## src/rtl/lcd_pattern_gen.sv

```systemverilog
`default_nettype none
// +--------------------------------------------------------------------------+
// | lcd_pattern_gen : test-pattern pixel source answering lcd_driver requests |
// | Revision 1.0                                                             |
// +--------------------------------------------------------------------------+
module lcd_pattern_gen #(
  parameter int H_DISP         = 640,
  parameter int V_DISP         = 480,
  parameter int FRAMES_PER_PAT = 60
) (
  input  logic        iCLK,
  input  logic        iRST,
  input  logic        lcd_request,
  input  logic [10:0] lcd_xpos,
  input  logic [10:0] lcd_ypos,
  input  logic [2:0]  iMODE,
  input  logic        iAUTO,
  output logic [23:0] lcd_data,
  output logic [2:0]  oPATTERN,
  output logic [7:0]  oFRAME_CNT
);

  localparam int          FPP_W    = (FRAMES_PER_PAT > 1) ? $clog2(FRAMES_PER_PAT) : 1;
  localparam logic [FPP_W-1:0] FPP_LAST = FPP_W'(FRAMES_PER_PAT - 1);
  localparam logic [10:0] BAR_W    = 11'(H_DISP / 8);
  localparam logic [10:0] X_LAST   = 11'(H_DISP - 1);
  localparam logic [10:0] Y_LAST   = 11'(V_DISP - 1);
  localparam logic [11:0] H_LIM    = 12'(H_DISP);
  localparam logic [23:0] WHITE    = 24'hFFFFFF;
  localparam logic [23:0] BLACK    = 24'h000000;
  localparam logic [23:0] RED      = 24'hFF0000;
  localparam logic [23:0] GREEN    = 24'h00FF00;
  localparam logic [23:0] BLUE     = 24'h0000FF;

  logic [10:0]      bar_x;
  logic [FPP_W-1:0] fpp_cnt;
  logic             eof;
  logic [11:0]      bar_sum;
  logic [10:0]      bar_idx;
  logic [7:0]       cnt_mod3;
  logic [23:0]      pixel;

  assign eof      = lcd_request && (lcd_xpos == X_LAST) && (lcd_ypos == Y_LAST);
  assign bar_sum  = {1'b0, bar_x} + 12'd4;
  assign bar_idx  = lcd_xpos / BAR_W;
  assign cnt_mod3 = oFRAME_CNT % 8'd3;

  // Pixel colour uses the pattern state as it stands before any EOF update.
  always_comb begin
    pixel = BLACK;
    case (oPATTERN)
      3'd0: begin
        if (bar_idx < 11'd8) begin
          case (bar_idx[2:0])
            3'd0:    pixel = WHITE;
            3'd1:    pixel = 24'hFFFF00;
            3'd2:    pixel = 24'h00FFFF;
            3'd3:    pixel = GREEN;
            3'd4:    pixel = 24'hFF00FF;
            3'd5:    pixel = RED;
            3'd6:    pixel = BLUE;
            default: pixel = BLACK;
          endcase
        end
      end
      3'd1: begin
        if ((lcd_xpos[4:0] == 5'd0) || (lcd_ypos[4:0] == 5'd0) ||
            (lcd_xpos == X_LAST) || (lcd_ypos == Y_LAST))
          pixel = WHITE;
      end
      3'd2: pixel = {lcd_xpos[9:2], lcd_xpos[9:2], lcd_xpos[9:2]};
      3'd3: pixel = (lcd_xpos[5] ^ lcd_ypos[5]) ? WHITE : BLACK;
      3'd4: begin
        if (({1'b0, lcd_xpos} >= {1'b0, bar_x}) &&
            ({1'b0, lcd_xpos} < ({1'b0, bar_x} + 12'd16)))
          pixel = WHITE;
        else
          pixel = BLUE;
      end
      3'd5: begin
        case (cnt_mod3)
          8'd0:    pixel = RED;
          8'd1:    pixel = GREEN;
          default: pixel = BLUE;
        endcase
      end
      default: pixel = BLACK;
    endcase
  end

  always_ff @(posedge iCLK) begin
    if (iRST) begin
      lcd_data   <= BLACK;
      oPATTERN   <= 3'd0;
      oFRAME_CNT <= 8'd0;
      bar_x      <= 11'd0;
      fpp_cnt    <= '0;
    end else begin
      lcd_data <= lcd_request ? pixel : BLACK;
      if (eof) begin
        oFRAME_CNT <= oFRAME_CNT + 8'd1;
        bar_x      <= (bar_sum >= H_LIM) ? 11'd0 : bar_sum[10:0];
        if (iAUTO) begin
          if (fpp_cnt == FPP_LAST) begin
            fpp_cnt  <= '0;
            oPATTERN <= (oPATTERN >= 3'd5) ? 3'd0 : oPATTERN + 3'd1;
          end else begin
            fpp_cnt <= fpp_cnt + 1'b1;
          end
        end else begin
          oPATTERN <= iMODE;
        end
      end
    end
  end

endmodule
`default_nettype wire

```

## config.mk

```make
export PLATFORM = sky130hd
export DESIGN_NAME = lcd_pattern_gen
export DESIGN_NICKNAME = d
export VERILOG_FILES = /design/src/rtl/lcd_pattern_gen.sv
export SDC_FILE = /design/constraint.sdc
export NUM_CORES = 1
export LEC_CHECK = 0
export ABC_CLOCK_PERIOD_IN_PS = 5230
export CORE_AREA = 4 4 95 97
export DETAILED_ROUTE_END_ITERATION = 7
export DIE_AREA = 0 0 99 101
export PLACE_DENSITY = 0.65
export RECOVER_POWER = 50
export SYNTH_ARGS = -nofsm -noshare
export SYNTH_HDL_FRONTEND = slang
export SYNTH_SLANG_ARGS = --single-unit
```

## constraint.sdc

```tcl
create_clock -name iCLK -period 5.23 [get_ports iCLK]
set_input_delay 1.046 -clock iCLK [delete_from_list [all_inputs] [get_ports iCLK]]
set_output_delay 1.046 -clock iCLK [all_outputs]
set_load 0.1 [all_outputs]
```

==> run metrics <==
commonest cells in the netlist 50 x dfxtp_1, 34 x a21oi_1, 32 x nor2_1, 30 x ha_1, 28 x nand2_1; Flop pwr share 0.512; endpoints failing hold 0; Fill cells 792; Max Cap Viol 0; vias per cell 5.52; P_leak 1.68 nW; first-pass GRT wire length 14.7 mm; total die area 10000 sq um; Crit Path Category reg2reg; class of the worst hold path reg2reg; Detailed Place HPWL 6.65 mm; switching pwr 0.224 mW; CTS Buffer Depth 2; CTS clock-pin slew for the worst setup and hold paths 110 ps; share of cells above drive strength 1 0.0714; initial antenna violation count 0; FP Rows 33; dpl cell area 4240 sq um; crit path cell chain and3b_1, o31ai_2, o22ai_1, or2_1, ha_1, nor3_2, a21oi_1, nor2b_1, ha_1, inv_1, a2111oi_4, or3_1, or4b_1, o211ai_1; Initial DRT Pass Iterations 4; clock sink count 50; gpl congestion 0.860; most used cell, CP ha_1; n_diodes 0; CP max stage cell dfxtp_1; Yosys warning count 0; most frequent cell after synthesis dfxtp_1; fmax 228 MHz; setup TNS 0 ps; via count 3208; # setup viols final 0; post_cts resized 0; CP Capture Type flip-flop; area share of the largest cell type after synthesis 0.278; H-tree depth 2; Buf+Inv Stages, Crit Path 1; asr flop ratio synth 0; hold buffers post-CTS 0; delay of the slowest critical-path stage 660 ps; post-synth cell types 76; Layout Utilization 0.533; IO Count 64; synthesis-to-finish area growth 20.4%; number of post-CTS setup repair buffers 0; status finished, final reports clean; clock power share 0.324; delay-heaviest family, CP simple AND/OR/NAND/NOR gates; min cycle time layout 4390 ps; DRC 0; Nets 534; Routed Antenna Nets 0; Cell Area, Synth 3600 sq um; Req. time, crit path 5460 ps; Crit Path Max Fanout 17; Mapped Cells 428; EDFF count, synth 0; worst vdd ir 0.0966 mV; gr usage total 0.177; post-synthesis register bit count 50; GR Overflow Total 0; Clock Root Buffer clkbuf_8; post-synthesis sequential area ratio 0.278; die width 99 um; Pwr Density 174 nW/um^2; Max Slew Vio Count 0; DR iter-0 viols 154; max_slew headroom 0.336; DRT Wirelength 8.75 mm; Synth area leader dfxtp_1; total CTS buffers 5; Sw Ratio 0.296; internal power 0.531 mW; unrepaired setup endpoints after global routing no; final instance area 4330 sq um; average size of a mapped cell 8.40 sq um; Worst Skew 10.3 ps; CTS tree done; top_reg_cell synth dfxtp_1; Final period util 0.839; core footprint 8130 sq um; worst slew pin tran 993 ps; Reg2Reg Setup Slack 840 ps; Gate power share 0.164; Startpoint Class flip-flop; worst skew pair latency 310 ps; Avg WL per Cell 15.1 um; top cells by area, synth dfxtp_1 28%, ha_1 10%, a21oi_1 4.7%; vias in the first global route 3070; Worst EP arrival 4610 ps; Die Y 101 um; initial core utilization 0.442; Post-Syn Nets 487; largest net degree at the start of global routing 27; Port Buffer Count 63
## worst paths after layout
| path | startpoint | end | cells past startpoint |
|---|---|---|---|
| min | fpp_cnt[1] | fpp_cnt[1] | 2 |
| min reg2reg | fpp_cnt[1] | fpp_cnt[1] | 2 |
| max reg2reg | oFRAME_CNT[4] | lcd_data[21] | 14 |
| max | oFRAME_CNT[4] | lcd_data[21] | 14 |
## sequential cells by signal, summed over array words and instances (netlist names)
signal and flops:
bar_x 9, fpp_cnt 6, lcd_data 24, oFRAME_CNT 8
oPATTERN 3
## kinds of logic (layout without fill, tap and decap cells)
kind of cell | Yosys count | in the layout | share of synthesized area
compound gates | 122 | 122 | 0.249
mux | 7 | 7 | 0.0212
xor+xnor | 28 | 28 | 0.0682
simple gates | 141 | 141 | 0.215
fa+ha+maj | 30 | 30 | 0.104
flops | 50 | 50 | 0.278
buf+inv | 50 | 98 | 0.0640
## cell type report
class / count / area, sq um / share of cell area
multi-input cells: 328 / 2370 / 0.546
flip-flops and latches: 50 / 1000 / 0.231
repair buffers: 65 / 642 / 0.148
well taps: 105 / 131 / 0.0303
inverters: 25 / 93.8 / 0.0217
clock buffers: 5 / 68.8 / 0.0159
clock inverters: 3 / 28.8 / 0.00664
## cells in the final DEF (no fill, tap or decap), types with 12 or more instances in the layout
cell type	instances
a21oi_1	34
clkdlybuf4s50_1	27
dfxtp_1	50
dlygate4sd3_1	36
ha_1	30
inv_1	23
nand2_1	28
nand3_1	12
nor2_1	32
o211ai_1	13
o21ai_0	16
xnor2_1	18
## power by group through the flow
stage	clock (mW)	combinational (mW)	sequential (mW)
6_report	0.245	0.124	0.386
5_1_grt	0.272	0.135	0.387
4_1_cts	0.256	0.126	0.387
3_5_place_dp	0	0.125	0.395
3_3_place_gp	0	0.125	0.395
2_1_floorplan	0	0.0454	0.429
## per-stage QoR
step	worst slack (ps)	power, mW	instances	hold slack [ps]
2_1_floorplan	799	0.475	428	449
3_3_place_gp	1130	0.520	573	459
3_5_place_dp	931	0.521	573	469
4_1_cts	900	0.769	581	484
5_1_grt	484	0.793	581	504
6_report	842	0.755	581	478
## per-layer routing
metal / vias up / track usage / part of all wire
met4: 0 / 0.0651 / 0.022
met2: 81 / 0.283 / 0.45
met1: 1463 / 0.238 / 0.48
li1: 1652 / - / -
met3: 12 / 0.0325 / 0.047
met5: - / 0 / 0
## worst min-delay path: stages, from the launching register on
cell	delay, ps
dfxtp_1	340
nand2_1	60
a21oi_1	50
Power figures use the tool's default switching activity.
